**src/rtl/mc_req_sched_pkg.sv**
```systemverilog
// Shared constants and types for the memory-controller request scheduler.
package mc_req_sched_pkg;

    // MC command encodings used by the scheduler.
    localparam logic [2:0] MC_CMD_RD = 3'd1;
    localparam logic [2:0] MC_CMD_WR = 3'd2;

    // Outstanding-read counters only need to reach 15.
    localparam int CNT_W = 4;

    // Bit position of the lowest tag bit inside an rtnctl word.
    function automatic int tag_lsb(input int rtnctl_w, input int id_w);
        return rtnctl_w - id_w;
    endfunction

    // Request fields that travel through the output slot unchanged.
    // rtnctl is kept separately because its width is a parameter.
    typedef struct packed {
        logic [2:0]  cmd;
        logic [3:0]  scmd;
        logic [47:0] vadr;
        logic [1:0]  size;
        logic [63:0] data;
    } mc_fields_t;

endpackage

```
**src/rtl/mc_req_sched_if.sv**
```systemverilog
// Bus bundle between the cores, the scheduler and the MC port.
// The master modport is the scheduler. The slave modport is the environment
// (the cores plus the memory controller).
interface mc_req_sched_if #(
    parameter int NUM_REQ         = 4,
    parameter int ID_W            = 2,
    parameter int MC_RTNCTL_WIDTH = 32
);
    // Core request side.
    logic [NUM_REQ-1:0]                      req_vld;
    logic [NUM_REQ-1:0][2:0]                 req_cmd;
    logic [NUM_REQ-1:0][3:0]                 req_scmd;
    logic [NUM_REQ-1:0][47:0]                req_vadr;
    logic [NUM_REQ-1:0][1:0]                 req_size;
    logic [NUM_REQ-1:0][MC_RTNCTL_WIDTH-1:0] req_rtnctl;
    logic [NUM_REQ-1:0][63:0]                req_data;
    logic [NUM_REQ-1:0]                      req_gnt;

    // Core response side.
    logic [NUM_REQ-1:0]                      rsp_vld;
    logic [2:0]                              rsp_cmd;
    logic [3:0]                              rsp_scmd;
    logic [MC_RTNCTL_WIDTH-1:0]              rsp_rtnctl;
    logic [63:0]                             rsp_data;
    logic [NUM_REQ-1:0]                      rsp_stall;

    // MC request port.
    logic                                    mc_rq_vld;
    logic [2:0]                              mc_rq_cmd;
    logic [3:0]                              mc_rq_scmd;
    logic [47:0]                             mc_rq_vadr;
    logic [1:0]                              mc_rq_size;
    logic [MC_RTNCTL_WIDTH-1:0]              mc_rq_rtnctl;
    logic [63:0]                             mc_rq_data;
    logic                                    mc_rq_flush;
    logic                                    mc_rq_stall;

    // MC response port.
    logic                                    mc_rs_vld;
    logic [2:0]                              mc_rs_cmd;
    logic [3:0]                              mc_rs_scmd;
    logic [MC_RTNCTL_WIDTH-1:0]              mc_rs_rtnctl;
    logic [63:0]                             mc_rs_data;
    logic                                    mc_rs_stall;

    // Quiescence flag for the sim-end / GVT logic.
    logic                                    idle;

    modport master (
        input  req_vld, req_cmd, req_scmd, req_vadr, req_size, req_rtnctl, req_data,
        output req_gnt,
        output rsp_vld, rsp_cmd, rsp_scmd, rsp_rtnctl, rsp_data,
        input  rsp_stall,
        output mc_rq_vld, mc_rq_cmd, mc_rq_scmd, mc_rq_vadr, mc_rq_size,
               mc_rq_rtnctl, mc_rq_data, mc_rq_flush,
        input  mc_rq_stall,
        input  mc_rs_vld, mc_rs_cmd, mc_rs_scmd, mc_rs_rtnctl, mc_rs_data,
        output mc_rs_stall,
        output idle
    );

    modport slave (
        output req_vld, req_cmd, req_scmd, req_vadr, req_size, req_rtnctl, req_data,
        input  req_gnt,
        input  rsp_vld, rsp_cmd, rsp_scmd, rsp_rtnctl, rsp_data,
        output rsp_stall,
        input  mc_rq_vld, mc_rq_cmd, mc_rq_scmd, mc_rq_vadr, mc_rq_size,
               mc_rq_rtnctl, mc_rq_data, mc_rq_flush,
        output mc_rq_stall,
        output mc_rs_vld, mc_rs_cmd, mc_rs_scmd, mc_rs_rtnctl, mc_rs_data,
        input  mc_rs_stall,
        input  idle
    );
endinterface

```
**src/rtl/mc_req_sched_rr_pick.sv**
```systemverilog
// Combinational round-robin picker. Returns the first set request at or
// after ptr_i, wrapping at NUM_REQ, as both a one-hot vector and an index.
module mc_req_sched_rr_pick
    import mc_req_sched_pkg::*;
#(
    parameter int NUM_REQ = 4,
    parameter int ID_W    = 2
) (
    input  logic [NUM_REQ-1:0] req_i,
    input  logic [ID_W-1:0]    ptr_i,
    output logic [NUM_REQ-1:0] gnt_o,
    output logic [ID_W-1:0]    idx_o,
    output logic               any_o
);

    logic [ID_W-1:0] cand;
    logic [ID_W-1:0] sel;
    logic            found;

    // Walk the requesters starting at ptr_i. NUM_REQ is a power of two, so
    // the ID_W-bit add wraps naturally.
    always_comb begin
        cand  = '0;
        sel   = '0;
        found = 1'b0;
        for (int k = 0; k < NUM_REQ; k++) begin
            cand = ptr_i + ID_W'(k);
            if (!found && req_i[cand]) begin
                found = 1'b1;
                sel   = cand;
            end
        end
    end

    assign idx_o = sel;
    assign any_o = found;

    for (genvar gi = 0; gi < NUM_REQ; gi++) begin : g_onehot
        assign gnt_o[gi] = found & (sel == ID_W'(gi));
    end

endmodule

```
**src/rtl/mc_req_sched.sv**
```systemverilog
// Shares one MC request/response port between NUM_REQ cores. Requests are
// round-robin arbitrated into a single registered output slot. The requester
// index rides in the top rtnctl bits and is used to route responses back.
// Each core's outstanding reads are capped by a credit counter.
module mc_req_sched
    import mc_req_sched_pkg::*;
#(
    parameter int NUM_REQ         = 4,
    parameter int ID_W            = 2,
    parameter int MC_RTNCTL_WIDTH = 32,
    parameter int MAX_OUTSTANDING = 8
) (
    input  logic           clk,
    input  logic           rst_n,
    mc_req_sched_if.master bus
);

    localparam int LOW_W = tag_lsb(MC_RTNCTL_WIDTH, ID_W);

    // Arbitration.
    logic [NUM_REQ-1:0] eligible;
    logic [NUM_REQ-1:0] pick_req;
    logic [NUM_REQ-1:0] gnt;
    logic [ID_W-1:0]    gnt_idx;
    logic               gnt_any;
    logic               load_ok;
    logic [ID_W-1:0]    ptr_q, ptr_d;

    // Output slot.
    logic                       slot_vld_q, slot_vld_d;
    mc_fields_t                 fields_q, fields_d;
    logic [MC_RTNCTL_WIDTH-1:0] rtnctl_q, rtnctl_d;

    // Response side.
    logic [ID_W-1:0]    rs_tag;
    logic               rs_accept;
    logic [NUM_REQ-1:0] rsp_onehot;
    logic [NUM_REQ-1:0] cnt_zero;

    // The slot can take a new request when it is empty or is draining this cycle.
    assign load_ok  = !slot_vld_q | !bus.mc_rq_stall;
    assign pick_req = eligible & {NUM_REQ{load_ok}};

    mc_req_sched_rr_pick #(
        .NUM_REQ (NUM_REQ),
        .ID_W    (ID_W)
    ) u_rr_pick (
        .req_i (pick_req),
        .ptr_i (ptr_q),
        .gnt_o (gnt),
        .idx_o (gnt_idx),
        .any_o (gnt_any)
    );

    assign bus.req_gnt = gnt;

    assign rs_tag    = bus.mc_rs_rtnctl[MC_RTNCTL_WIDTH-1 -: ID_W];
    assign rs_accept = bus.mc_rs_vld & !bus.mc_rs_stall;

    // Per-requester eligibility and outstanding-read credit counter.
    for (genvar gi = 0; gi < NUM_REQ; gi++) begin : g_req
        logic [CNT_W-1:0] cnt_q;
        logic             inc;
        logic             dec;

        assign eligible[gi] = bus.req_vld[gi] &
                              ((bus.req_cmd[gi] != MC_CMD_RD) ||
                               (cnt_q < CNT_W'(MAX_OUTSTANDING)));
        assign inc          = gnt[gi] & (bus.req_cmd[gi] == MC_CMD_RD);
        // A stray response to an idle requester must not wrap the counter.
        assign dec          = rs_accept & (rs_tag == ID_W'(gi)) & (cnt_q != '0);
        assign cnt_zero[gi] = (cnt_q == '0);

        // Count reads out at grant and back at accepted response.
        always_ff @(posedge clk or negedge rst_n) begin
            if (!rst_n) begin
                cnt_q <= '0;
            end else if (inc && !dec) begin
                cnt_q <= cnt_q + 1'b1;
            end else if (dec && !inc) begin
                cnt_q <= cnt_q - 1'b1;
            end
        end
    end

    // Next state of the slot and the round-robin pointer. A grant loads the
    // slot. An unstalled slot with no new grant empties. Otherwise it holds.
    always_comb begin
        slot_vld_d = slot_vld_q;
        fields_d   = fields_q;
        rtnctl_d   = rtnctl_q;
        ptr_d      = ptr_q;
        if (gnt_any) begin
            slot_vld_d    = 1'b1;
            fields_d.cmd  = bus.req_cmd[gnt_idx];
            fields_d.scmd = bus.req_scmd[gnt_idx];
            fields_d.vadr = bus.req_vadr[gnt_idx];
            fields_d.size = bus.req_size[gnt_idx];
            fields_d.data = bus.req_data[gnt_idx];
            rtnctl_d      = {gnt_idx, bus.req_rtnctl[gnt_idx][LOW_W-1:0]};
            ptr_d         = gnt_idx + 1'b1;
        end else if (load_ok) begin
            slot_vld_d = 1'b0;
        end
    end

    // Output slot and pointer registers.
    always_ff @(posedge clk or negedge rst_n) begin
        if (!rst_n) begin
            slot_vld_q <= 1'b0;
            fields_q   <= '0;
            rtnctl_q   <= '0;
            ptr_q      <= '0;
        end else begin
            slot_vld_q <= slot_vld_d;
            fields_q   <= fields_d;
            rtnctl_q   <= rtnctl_d;
            ptr_q      <= ptr_d;
        end
    end

    assign bus.mc_rq_vld    = slot_vld_q;
    assign bus.mc_rq_cmd    = fields_q.cmd;
    assign bus.mc_rq_scmd   = fields_q.scmd;
    assign bus.mc_rq_vadr   = fields_q.vadr;
    assign bus.mc_rq_size   = fields_q.size;
    assign bus.mc_rq_data   = fields_q.data;
    assign bus.mc_rq_rtnctl = rtnctl_q;
    assign bus.mc_rq_flush  = 1'b0;

    // Steer the response valid to the tagged requester only.
    always_comb begin
        rsp_onehot = '0;
        if (bus.mc_rs_vld) begin
            rsp_onehot[rs_tag] = 1'b1;
        end
    end

    assign bus.rsp_vld     = rsp_onehot;
    assign bus.rsp_cmd     = bus.mc_rs_cmd;
    assign bus.rsp_scmd    = bus.mc_rs_scmd;
    assign bus.rsp_data    = bus.mc_rs_data;
    assign bus.rsp_rtnctl  = {{ID_W{1'b0}}, bus.mc_rs_rtnctl[LOW_W-1:0]};
    assign bus.mc_rs_stall = bus.mc_rs_vld & bus.rsp_stall[rs_tag];

    assign bus.idle = !slot_vld_q & (&cnt_zero);

    // A response for a requester with no reads outstanding is a protocol error.
    a_no_underflow : assert property (@(posedge clk) disable iff (!rst_n)
        !(rs_accept && cnt_zero[rs_tag]));

endmodule

```
**src/flat_wrapper.sv**
```systemverilog
// flat-port wrapper written by rule: the top's interface ports become plain ports
module mc_req_sched_flat import mc_req_sched_pkg::*;
#(
    parameter int NUM_REQ         = 4,
    parameter int ID_W            = 2,
    parameter int MC_RTNCTL_WIDTH = 32,
    parameter int MAX_OUTSTANDING = 8
)
  (clk, rst_n, bus_req_vld, bus_req_cmd, bus_req_scmd, bus_req_vadr, bus_req_size, bus_req_rtnctl, bus_req_data, bus_req_gnt, bus_rsp_vld, bus_rsp_cmd, bus_rsp_scmd, bus_rsp_rtnctl, bus_rsp_data, bus_rsp_stall, bus_mc_rq_vld, bus_mc_rq_cmd, bus_mc_rq_scmd, bus_mc_rq_vadr, bus_mc_rq_size, bus_mc_rq_rtnctl, bus_mc_rq_data, bus_mc_rq_flush, bus_mc_rq_stall, bus_mc_rs_vld, bus_mc_rs_cmd, bus_mc_rs_scmd, bus_mc_rs_rtnctl, bus_mc_rs_data, bus_mc_rs_stall, bus_idle);
  mc_req_sched_if #(.NUM_REQ(NUM_REQ), .ID_W(ID_W), .MC_RTNCTL_WIDTH(MC_RTNCTL_WIDTH)) bus_i ();
  input  logic clk;
  input  logic rst_n;
  input wire logic [$bits(bus_i.req_vld)-1:0] bus_req_vld;
  input wire logic [$bits(bus_i.req_cmd)-1:0] bus_req_cmd;
  input wire logic [$bits(bus_i.req_scmd)-1:0] bus_req_scmd;
  input wire logic [$bits(bus_i.req_vadr)-1:0] bus_req_vadr;
  input wire logic [$bits(bus_i.req_size)-1:0] bus_req_size;
  input wire logic [$bits(bus_i.req_rtnctl)-1:0] bus_req_rtnctl;
  input wire logic [$bits(bus_i.req_data)-1:0] bus_req_data;
  output wire logic [$bits(bus_i.req_gnt)-1:0] bus_req_gnt;
  output wire logic [$bits(bus_i.rsp_vld)-1:0] bus_rsp_vld;
  output wire logic [$bits(bus_i.rsp_cmd)-1:0] bus_rsp_cmd;
  output wire logic [$bits(bus_i.rsp_scmd)-1:0] bus_rsp_scmd;
  output wire logic [$bits(bus_i.rsp_rtnctl)-1:0] bus_rsp_rtnctl;
  output wire logic [$bits(bus_i.rsp_data)-1:0] bus_rsp_data;
  input wire logic [$bits(bus_i.rsp_stall)-1:0] bus_rsp_stall;
  output wire logic [$bits(bus_i.mc_rq_vld)-1:0] bus_mc_rq_vld;
  output wire logic [$bits(bus_i.mc_rq_cmd)-1:0] bus_mc_rq_cmd;
  output wire logic [$bits(bus_i.mc_rq_scmd)-1:0] bus_mc_rq_scmd;
  output wire logic [$bits(bus_i.mc_rq_vadr)-1:0] bus_mc_rq_vadr;
  output wire logic [$bits(bus_i.mc_rq_size)-1:0] bus_mc_rq_size;
  output wire logic [$bits(bus_i.mc_rq_rtnctl)-1:0] bus_mc_rq_rtnctl;
  output wire logic [$bits(bus_i.mc_rq_data)-1:0] bus_mc_rq_data;
  output wire logic [$bits(bus_i.mc_rq_flush)-1:0] bus_mc_rq_flush;
  input wire logic [$bits(bus_i.mc_rq_stall)-1:0] bus_mc_rq_stall;
  input wire logic [$bits(bus_i.mc_rs_vld)-1:0] bus_mc_rs_vld;
  input wire logic [$bits(bus_i.mc_rs_cmd)-1:0] bus_mc_rs_cmd;
  input wire logic [$bits(bus_i.mc_rs_scmd)-1:0] bus_mc_rs_scmd;
  input wire logic [$bits(bus_i.mc_rs_rtnctl)-1:0] bus_mc_rs_rtnctl;
  input wire logic [$bits(bus_i.mc_rs_data)-1:0] bus_mc_rs_data;
  output wire logic [$bits(bus_i.mc_rs_stall)-1:0] bus_mc_rs_stall;
  output wire logic [$bits(bus_i.idle)-1:0] bus_idle;
  assign bus_i.req_vld = bus_req_vld;
  assign bus_i.req_cmd = bus_req_cmd;
  assign bus_i.req_scmd = bus_req_scmd;
  assign bus_i.req_vadr = bus_req_vadr;
  assign bus_i.req_size = bus_req_size;
  assign bus_i.req_rtnctl = bus_req_rtnctl;
  assign bus_i.req_data = bus_req_data;
  assign bus_req_gnt = bus_i.req_gnt;
  assign bus_rsp_vld = bus_i.rsp_vld;
  assign bus_rsp_cmd = bus_i.rsp_cmd;
  assign bus_rsp_scmd = bus_i.rsp_scmd;
  assign bus_rsp_rtnctl = bus_i.rsp_rtnctl;
  assign bus_rsp_data = bus_i.rsp_data;
  assign bus_i.rsp_stall = bus_rsp_stall;
  assign bus_mc_rq_vld = bus_i.mc_rq_vld;
  assign bus_mc_rq_cmd = bus_i.mc_rq_cmd;
  assign bus_mc_rq_scmd = bus_i.mc_rq_scmd;
  assign bus_mc_rq_vadr = bus_i.mc_rq_vadr;
  assign bus_mc_rq_size = bus_i.mc_rq_size;
  assign bus_mc_rq_rtnctl = bus_i.mc_rq_rtnctl;
  assign bus_mc_rq_data = bus_i.mc_rq_data;
  assign bus_mc_rq_flush = bus_i.mc_rq_flush;
  assign bus_i.mc_rq_stall = bus_mc_rq_stall;
  assign bus_i.mc_rs_vld = bus_mc_rs_vld;
  assign bus_i.mc_rs_cmd = bus_mc_rs_cmd;
  assign bus_i.mc_rs_scmd = bus_mc_rs_scmd;
  assign bus_i.mc_rs_rtnctl = bus_mc_rs_rtnctl;
  assign bus_i.mc_rs_data = bus_mc_rs_data;
  assign bus_mc_rs_stall = bus_i.mc_rs_stall;
  assign bus_idle = bus_i.idle;
  mc_req_sched #(.NUM_REQ(NUM_REQ), .ID_W(ID_W), .MC_RTNCTL_WIDTH(MC_RTNCTL_WIDTH), .MAX_OUTSTANDING(MAX_OUTSTANDING)) u_core (.clk(clk), .rst_n(rst_n), .bus(bus_i));
endmodule
```
**config.mk**
```make
export PLATFORM = sky130hd
export DESIGN_NAME = mc_req_sched_flat
export DESIGN_NICKNAME = d
export VERILOG_FILES = /design/src/rtl/mc_req_sched_pkg.sv /design/src/rtl/mc_req_sched_if.sv /design/src/rtl/mc_req_sched_rr_pick.sv /design/src/rtl/mc_req_sched.sv /design/src/flat_wrapper.sv
export SDC_FILE = /design/constraint.sdc
export NUM_CORES = 1
export LEC_CHECK = 0
export ABC_AREA = 1
export CAP_MARGIN = 40
export CORE_AREA = 2 2 384 386
export CTS_BUF_LIST = sky130_fd_sc_hd__clkbuf_16
export DETAILED_ROUTE_END_ITERATION = 8
export DIE_AREA = 0 0 386 388
export DONT_BUFFER_PORTS = 1
export SYNTH_ARGS = -nofsm -noshare
export SYNTH_HDL_FRONTEND = slang
export SYNTH_SLANG_ARGS = --single-unit
```
**constraint.sdc**
```tcl
create_clock -name clk -period 3 [get_ports clk]
set_input_delay 0.75 -clock clk [delete_from_list [all_inputs] [get_ports clk]]
set_output_delay 0.75 -clock clk [all_outputs]
set_load 0.02 [all_outputs]
```
== After elaboration in Yosys (flattened, before gate mapping) ==
Index checks and enable logic that the tools add are counted.
Operators by class
  reduce and logical (&&, ||, !) cells: 46
  add/subtract/negate cells: 12
  bitwise logic cells: 25
  order comparisons: 11
  equal/unequal tests: 14
  mux-type cells: 43
Operators by type and width (number)
  $bmux 64 s2: 1
  $bmux 48 s2: 1
  $bmux 32 s2: 1
  $mux 64: 1
  $mux 48: 1
  $mux 4: 10
  $mux 30: 1
  $and 1x1->1: 23
  $lt 2x3->1 const B: 6
  $add 4x1->4 const B: 4
  $logic_not 4->1: 4
  $lt 4x4->1 const B: 4
  $reduce_bool 4->1: 4
  $sub 4x1->4 const B: 4
  $logic_not 1->1: 14
  $eq 3x1->1 const B: 4
  $logic_and 1x1->1: 12
  $mux 1: 12
  $ne 3x1->1 const B: 4
  $bmux 1 s2: 5
  $mux 2: 5
  $reduce_bool 2->1: 5
  $bmux 4 s2: 1
  $eq 2x2->1 const B: 4
  other kinds (13): 20
Word-level totals
  register bits after elaboration: 172
  input port bits: 727
  word-level logic and storage cells: 163
  output and inout port bits: 268

== Logic depth before layout (Yosys ltp) ==
Gate-level depths: netlist of the first run.
  depth after elaboration: 23
  mapped depth: 25
  gate-level depth less buffers: 23

== By module ==
From an unflattened synthesis of the first run, not the netlist that was laid out.
Unflattened totals
  cell total of the unflattened synthesis: 2776
  area, all modules: 15050.7 um^2
By module, submodules not included
  mc_req_sched: cells each 2706, area each 14664.1 um^2, seq. area each 4304.1 um^2, times used 1
  mc_req_sched_rr_pick: cells each 70, area each 386.6 um^2, seq. area each 0.0 um^2, times used 1

== Worst setup path before layout of the first run ==
No wires, ideal clock.
  path kind: input -> register
  start point: input port bus_mc_rq_stall
  end point: register u_core.g_req[1].cnt_q[3]
  path slack: -0.618 ns
  stages on the path: 23
  required time: 2.877 ns
  data arrival time: 3.495 ns
  setup time: 0.123 ns
  buffers on the path: 3
  cell sequence: nand2_1 > inv_1 > nor2_1 > nand3_1 > nand2_1 > nand2_1 > a21boi_1 > nand3_1 > buf_2 > inv_2 > buf_4 > buf_2 > nand2_1 > nor4_1 > ha_1 > inv_1 > ha_1 > a21o_1 > a21oi_1 > nor2_1 > nor2_1 > nand2_1 > xnor2_1
Between the ends
  longest elaborated chain between the ends: 21
  elaborated cells on any way between the ends: 33
  those cells by class: eq/ne (1); mux (17); bitwise (4); reduce/logical (11)
RTL lines
  start, declared: RTL line flat_wrapper.sv:35  | input wire logic [$bits(bus_i.mc_rq_stall)-1:0] bus_mc_rq_stall;
  $logic_not 1->1 *: RTL line mc_req_sched.sv:41  | assign load_ok = !slot_vld_q | !bus.mc_rq_stall;
  $or 1x1->1 *: RTL line mc_req_sched.sv:41
  $and 4x4->4 *: RTL line mc_req_sched.sv:42  | assign pick_req = eligible & {NUM_REQ{load_ok}};
  $bmux 1 s2: RTL line mc_req_sched_rr_pick.sv:28  | if (!found && req_i[cand]) begin
  $mux 1 (implied by the code): RTL line mc_req_sched_rr_pick.sv:28
  $mux 1: RTL line mc_req_sched_rr_pick.sv:28
  $logic_not 1->1: RTL line mc_req_sched_rr_pick.sv:28
  $logic_and 1x1->1: RTL line mc_req_sched_rr_pick.sv:28
  [... 5 more ...]
  $logic_and 1x1->1: RTL line mc_req_sched_rr_pick.sv:28
  $mux 2: RTL line mc_req_sched_rr_pick.sv:28
  $eq 2x1->1: RTL line mc_req_sched_rr_pick.sv:39  | assign gnt_o[gi] = found & (sel == ID_W'(gi));
  $and 1x1->1 *: RTL line mc_req_sched_rr_pick.sv:39
  $and 1x1->1 *: RTL line mc_req_sched.sv:69  | assign inc = gnt[gi] & (bus.req_cmd[gi] == MC_CMD_RD);
  $logic_not 1->1: RTL line mc_req_sched.sv:80  | end else if (dec && !inc) begin
  $logic_and 1x1->1: RTL line mc_req_sched.sv:80
  $reduce_bool 2->1 (no source line)
  end signal, assigned: RTL line mc_req_sched.sv:79  | cnt_q <= cnt_q + 1'b1;
  end signal, assigned: RTL line mc_req_sched.sv:81  | cnt_q <= cnt_q - 1'b1;
  end, declared: RTL line mc_req_sched.sv:62  | logic [CNT_W-1:0] cnt_q;
Every way passes the cells marked *; elsewhere a longest branch is shown, timed or not. The select of a mux whose other input is x is not followed.
A chain may end at the register's enable or synchronous reset.

== Worst setup path after layout of the first run ==
  start point: register u_core.slot_vld_q, in the netlist u_core.bus.mc_rq_vld
  end point: register u_core.g_req[2].cnt_q[3]
Between the ends
  longest elaborated chain between the ends: 21
  elaborated cells on any way between the ends: 33
  those cells by class: eq/ne (1); mux (17); bitwise (4); reduce/logical (11)
RTL lines
  start, declared: RTL line mc_req_sched.sv:30  | logic slot_vld_q, slot_vld_d;
  start signal, assigned: RTL line mc_req_sched.sv:115  | slot_vld_q <= slot_vld_d;
  $logic_not 1->1 *: RTL line mc_req_sched.sv:41
  $or 1x1->1 *: RTL line mc_req_sched.sv:41
  $and 4x4->4 *: RTL line mc_req_sched.sv:42
  $bmux 1 s2: RTL line mc_req_sched_rr_pick.sv:28
  $mux 1 (implied by the code): RTL line mc_req_sched_rr_pick.sv:28
  $mux 1: RTL line mc_req_sched_rr_pick.sv:28
  $logic_not 1->1: RTL line mc_req_sched_rr_pick.sv:28
  $logic_and 1x1->1: RTL line mc_req_sched_rr_pick.sv:28
  [... 5 more ...]
  $logic_and 1x1->1: RTL line mc_req_sched_rr_pick.sv:28
  $mux 2: RTL line mc_req_sched_rr_pick.sv:28
  $eq 2x2->1: RTL line mc_req_sched_rr_pick.sv:39
  $and 1x1->1 *: RTL line mc_req_sched_rr_pick.sv:39
  $and 1x1->1 *: RTL line mc_req_sched.sv:69
  $logic_not 1->1: RTL line mc_req_sched.sv:80
  $logic_and 1x1->1: RTL line mc_req_sched.sv:80
  $reduce_bool 2->1 (no source line)
  end signal, assigned: RTL line mc_req_sched.sv:79
  end signal, assigned: RTL line mc_req_sched.sv:81
  end, declared: RTL line mc_req_sched.sv:62
Marked as above.

==> results of run 1 <==
per-layer routing:
| metal | up-vias | part of all wire (%) | wire (um) | global-route usage, % |
|---|---|---|---|---|
| li1 | 7902 | - | - | - |
| met1 | 8262 | 38 | 42350 | 15.17 |
| met2 | 923 | 47 | 51500 | 22.36 |
| met3 | 186 | 10 | 11410 | 5.682 |
| met4 | 32 | 4.1 | 4553 | 6.148 |
| met5 | - | 0.18 | 201 | 0 |
metrics by stage:
step	util [%]	std cells	total power [mW]	area (sq um)	setup TNS, ps
after CTS	13.22	4526	34.33	19200	-857.1
final	13.57	4554	35.17	19710	-936.4
after global routing	13.57	4550	38.16	19700	-3311
after global placement	12.58	4480	30.38	18260	-48660
after detailed placement	12.58	4480	30.65	18260	-46990
after floorplan	-	2679	19.97	15730	-2751
worst max-delay path by stage:
| stage | slack [ps] | end |
|---|---|---|
| 6_report | -160 | u_core.g_req[2].cnt_q[3] |
| 5_1_grt | -350 | u_core.g_req[2].cnt_q[3] |
| 4_1_cts | -160 | bus_req_gnt[1] |
| 3_5_place_dp | -750 | u_core.bus.mc_rq_data[27] |
| 3_3_place_gp | -770 | u_core.g_req[3].cnt_q[3] |
| 2_1_floorplan | -440 | u_core.g_req[2].cnt_q[3] |
registers in the layout (all words and copies together) (netlist names):
signal and count:
u_core.bus.mc_rq_cmd 3, u_core.bus.mc_rq_data 64, u_core.bus.mc_rq_rtnctl 32, u_core.bus.mc_rq_scmd 4, u_core.bus.mc_rq_size 2, u_core.bus.mc_rq_vadr 48
u_core.bus.mc_rq_vld 1, u_core.g_req.cnt_q 16, u_core.ptr_q 2
layout make-up:
| class | instances | share of cell area [%] |
|---|---|---|
| antenna | 11 | 0.1396 |
| inverter | 557 | 10.99 |
| sequential | 172 | 21.83 |
| tap | 1917 | 12.17 |
| multi-input combinational | 1673 | 40.79 |
| clock inverter | 15 | 0.6791 |
| timing repair buffer | 192 | 11.23 |
| clock buffer | 17 | 2.158 |
logic make-up (layout without fill, tap and decap cells):
family	count (synthesis)	count (layout)	share of synthesized area (%)
flops	172	172	27.75
simple gates	1620	1620	45.41
compound gates	16	16	0.6291
xor+xnor	13	13	0.7340
mux	5	5	0.3549
other cells	1	14	0.02417
fa+ha+maj	16	16	1.484
buf+inv	834	781	23.62
power groups by stage:
stage,combinational [mW],clock [mW],sequential (mW)
after floorplan,14.2,0,5.79
after global placement,23.8,0,6.57
after detailed placement,24.1,0,6.55
after CTS,25.2,2.61,6.54
after global routing,28.9,2.64,6.67
final,26.2,2.45,6.49
cell usage after synthesis, drive strengths merged:
library cell,n,area [sq um]
mux2,4,45.04
a21boi,1,7.510
fa,4,80.08
nand3b,2,15.01
a21o,4,30.03
buf,228,1389
nand2,875,3294
mux2i,1,10.01
ha,12,150.1
nor3,3,15.01
xnor2,13,113.9
nor2,21,83.83
conb,1,3.750
nand4,7,50.05
inv,557,2091
dfrtp,172,4304
o21ai,4,20.02
clkbuf,49,183.9
o211ai,2,15.01
nand3,705,3533
or4,2,15.01
nor4,5,37.53
a21oi,5,25.02
placed cells by master (no fill, tap or decap), drive strengths merged, types with 11 or more instances in the layout:
master,n
nand2,875
nor2,21
dfrtp,172
xnor2,13
nand3,705
clkbuf,23
ha,12
buf,184
inv,562
diode,11
what timing repair did:
item	4_1_cts	5_1_grt
pin swaps	23	25
endpoints found under the hold margin	172	172
setup endpoints to repair	71	78
cloned	2	6
buffers inserted	13	11
resized for setup	56	46
==> results_dict.tcl, run 1 <==
set metrics [dict create \
    gp_congestion 0.9045 \
    critPathRequiredTime_ps 3420 \
    antenna_found_initial 49 \
    grt_start_max_net_pins 173 \
    holdWs_ps -104.1 \
    power_density_nw_per_um2 1784 \
    syn-instance-count 2677 \
    core-area_sq_um 145200 \
    layout.nets 3356 \
    irDropWorstVdd_mv 1.180 \
    max_freq_mhz 316.1 \
    cp_slowest_cell "dfrtp_1" \
    vias 17310 \
    path_max_fanout 4 \
    end_kind "flip-flop" \
    p_switching_mw 21.06 \
    grt_pass1_wl_um 138100 \
    cp_top_family "simple AND/OR/NAND/NOR gates" \
    rsz0062_at_grt "yes" \
    setup_ws_ps -163.3 \
    port_buffers 0 \
    cts_tree "built" \
    fp-row-count 140 \
    combPwrFrac_pct 74.6 \
    path_clk_slew_ps 100 \
    ff2ff_setup_slack_ps -160 \
    maxSlewViolCount 0 \
    fin_crit_sh_pct 105.4 \
    cts-root-buf "clkbuf_16" \
    outcome "finished, violations left" \
    cts_max_path_buffers 2 \
    hold_path_class "in -> async" \
    multiInputGateArea_sq_um 8041 \
    tightest_slew_ps 694.1 \
    cp-startpoint "u_core.bus.mc_rq_vld" \
    overflow 0 \
    pwr-share-seq_pct 18.4 \
    hold_viol 128 \
    crit_top_cell "nand2_8" \
    slew_headroom_pct 53.73 \
    die_w_um 386 \
    timing.max_cap.violations 0 \
    initial_core_util_pct 10.68 \
    critical_path_class "reg -> reg" \
    swShare_pct 59.89 \
    start_kind "flip-flop" \
    dieArea_sq_um 149800 \
    drtPass1Iterations 6 \
    p_leak_nw 10.83 \
    drc 0 \
    pre_cts_slack_ps -746.4 \
    setup_viol 10 \
    ant_nets 0 \
    synthToLayoutAreaGrowth_pct 27.08 \
    yosys_warnings 0 \
    p_int_mw 14.11 \
    timing.rr.start "u_core.bus.mc_rq_vld" \
    insertion_delay_ps 530 \
    drt_iter0_markers 1172 \
    htree_levels 4 \
    drive_gt1_share_pct 12.07 \
    skew_ps 16.98 \
    ys_types 31 \
    crit_arrival_ps 3580 \
    nFillCells 16880 \
    clock-sinks 172 \
    critPathMaxStageDelay_ps 420 \
    rr_worst_depth 25 \
    fin_crit_ps 3163 \
    cp.depth 25 \
    clkPwrFrac_pct 7.0 \
    grt.total_usage_pct 13.59 \
    drt-total-wl_um 110000 \
    synth_seq_cells 172 \
    crit_buf_inv 6 \
    violations "hold timing, setup timing" \
    ys_seq_area_share_pct 27.75 \
    vias_per_cell 3.800 \
    ios 995 \
    fp.dieH_um 388 \
    avgSynthCellArea_sq_um 5.795 \
    numCtsBuffers 17 \
    grt_pass1_vias 16340 \
    syn-cell-area_sq_um 15510 \
    r2r_end "u_core.g_req[2].cnt_q[3]" \
    dp_hpwl_um 85130 \
    register_area_sq_um 4304 \
    wl_per_cell_um 24.16 \
]
No activity file was read; power rests on OpenSTA's default activity.
==> inputs of run 2 (changes only) <==
--- a/config.mk
+++ b/config.mk
@@ -12,6 +12,7 @@
 export DETAILED_ROUTE_END_ITERATION = 8
 export DIE_AREA = 0 0 386 388
 export DONT_BUFFER_PORTS = 1
+export REMOVE_ABC_BUFFERS = 1
 export SYNTH_ARGS = -nofsm -noshare
 export SYNTH_HDL_FRONTEND = slang
 export SYNTH_SLANG_ARGS = --single-unit
==> run 2 against run 1 <==
  * The run still ends with hold timing, setup timing left
  * Die area unchanged
  * First-iteration DRC count up 26%
  * Flip-flop and latch count unchanged
  * Largest cell class unchanged
  * Maximum frequency down 2.2%
  * Register-to-register slack about the same
  * Highest routed layer unchanged
  * Hold slack better by 8.8 ps
  * Non-clock buffer count down 30
  * Largest power group unchanged
  * Critical path depth down 10
  * Clock power up 6%
==> results_dict.tcl, run 2 (same netlist as run 1, synthesis figures left out) <==
set metrics [dict create \
    cp_slowest_cell "dfrtp_1" \
    multiInputGateArea_sq_um 7936 \
    timing.max_cap.violations 0 \
    clock-sinks 172 \
    skew_ps 19.20 \
    initial_core_util_pct 10.68 \
    total_power_mw 32.00 \
    max_freq_mhz 309.2 \
    holdWs_ps -95.28 \
    critical_path_class "reg -> out" \
    gp_congestion 0.9310 \
    drtPass1Iterations 7 \
    fp-row-count 140 \
    synthToLayoutAreaGrowth_pct 22.86 \
    hold_viol 151 \
    port_buffers 0 \
    insertion_delay_ps 530 \
    grt_pass1_wl_um 144000 \
    violations "hold timing, setup timing" \
    grt_pass1_vias 16120 \
    ant_nets 0 \
    cts-root-buf "clkbuf_16" \
    path_clk_slew_ps 90 \
    path_max_fanout 4 \
    dieArea_sq_um 149800 \
    p_leak_nw 10.56 \
    outcome "finished, violations left" \
    drt_iter0_markers 1482 \
    antenna_found_initial 13 \
    cp_top_family "simple AND/OR/NAND/NOR gates" \
    crit_top_cell "nand2_8" \
    register_area_sq_um 4304 \
    numCtsBuffers 17 \
    setup_ws_ps -234.6 \
    final_cell_mix "nand2_1, nand3_1, inv_1, dfrtp_1, buf_4" \
    htree_levels 4 \
    critPathRequiredTime_ps 2250 \
    cts_tree "built" \
    drc 0 \
    crit_buf_inv 4 \
    stdcell_count 4515 \
    fin_crit_sh_pct 107.8 \
    largest_register_ffs 64 \
    maxSlewViolCount 0 \
    grt_start_max_net_pins 173 \
    layout.nets 3326 \
    cts_max_path_buffers 2 \
    drt-total-wl_um 116300 \
    fin_util_pct 13.12 \
    end_kind "output port" \
    dp.cells 4438 \
    drive_gt1_share_pct 10.33 \
    slew_headroom_pct 46.33 \
    crit_path_cell_trace "nand4_1 > nand3_2 > nand2_4 > nand2_2 > nand2_1 > nor2_1 > buf_4 > nand2_8 > nand2_8 > nand2_8 > nor2_4 > nand2_2 > buf_6 > inv_2 > buf_6" \
    critPathMaxStageDelay_ps 440 \
    core-area_sq_um 145200 \
    power_density_nw_per_um2 1679 \
    crit_arrival_ps 2480 \
    ios 995 \
    vias_per_cell 3.920 \
    setup_viol 10 \
    irDropWorstVdd_mv 1.460 \
    dp_hpwl_um 87370 \
    start_kind "flip-flop" \
    overflow 0 \
    nFillCells 17040 \
    vias 17700 \
    rsz0062_at_grt "yes" \
    fin_crit_ps 3235 \
    fp.dieH_um 388 \
    grt.total_usage_pct 14.48 \
    wl_per_cell_um 25.76 \
    tightest_slew_ps 805.1 \
    die_w_um 386 \
    hold_path_class "in -> async" \
    final_common_cell "nand2_1" \
]
==> run 2: final timing paths <==
check | startpoint | end | slack, ps | cells after the start
max | u_core.g_req[3].cnt_q[3] | bus_req_gnt[0] | -230 | 15
min | rst_n | u_core.bus.mc_rq_vadr[30] | -100 | 0
min reg2reg | u_core.g_req[3].cnt_q[2] | u_core.g_req[3].cnt_q[2] | 540 | 2
max reg2reg | u_core.g_req[3].cnt_q[3] | u_core.g_req[2].cnt_q[3] | -160 | 19
max in group asynchronous | rst_n | u_core.bus.mc_rq_vadr[2] | 2700 | 0
min in group clk | bus_req_rtnctl[79] | u_core.bus.mc_rq_rtnctl[15] | 440 | 4
==> run 2: routing by layer <==
layer	track usage [%]	wire [um]
met5	11.99	2567
met4	4.195	2992
met1	13.96	39840
met3	14.36	24480
met2	20.18	46420
==> run 2: layout make-up <==
class	instances	area share (%)
Multi-Input combinational cell	1673	41.64
Sequential cell	172	22.58
Tap cell	1917	12.59
Inverter	557	11.10
Timing Repair Buffer	162	8.863
Clock buffer	17	2.232
Clock inverter	14	0.9519
Antenna cell	3	0.03939
==> run 2: where the power goes <==
| part | internal (mW) | switching, mW |
|---|---|---|
| logic | 7.50 | 15.4 |
| registers | 3.76 | 2.75 |
| clock network | 1.32 | 1.27 |
==> run 2: timing repair <==
item                                    4_1_cts  5_1_grt
endpoints found under the hold margin       172      172
endpoints found under the setup margin       23      131
gates resized for setup                      79       41
cloned                                        1        5
pin swaps                                    27       21
setup buffers                                36        7
==> run 2: worst reg2reg max path, stage by stage (launching register included) <==
cell	delay [ps]
dfrtp_1	440
nand4_1	280
nand3_2	200
nand3_2	90
nand2_2	90
buf_4	110
nand4_1	120
nand3_4	160
buf_6	120
nand2_2	70
nor4_4	140
ha_2	220
inv_1	70
ha_1	280
a21o_1	170
a21oi_2	150
nor2_1	60
nor2_1	80
nand2_1	70
xnor2_1	130
==> run 2: stage by stage <==
step	TNS, ps	setup WS [ps]	hold WS [ps]	cell area [sq um]
2_1_floorplan	-1006050	-7265	454.4	13950
3_3_place_gp	-26260	-618.3	458.9	17540
3_5_place_dp	-31850	-612.5	460.1	17540
4_1_cts	-1509	-263.0	-170.2	18740
5_1_grt	-3179	-375.4	-155.9	19050
6_report	-1238	-234.6	-95.28	19060
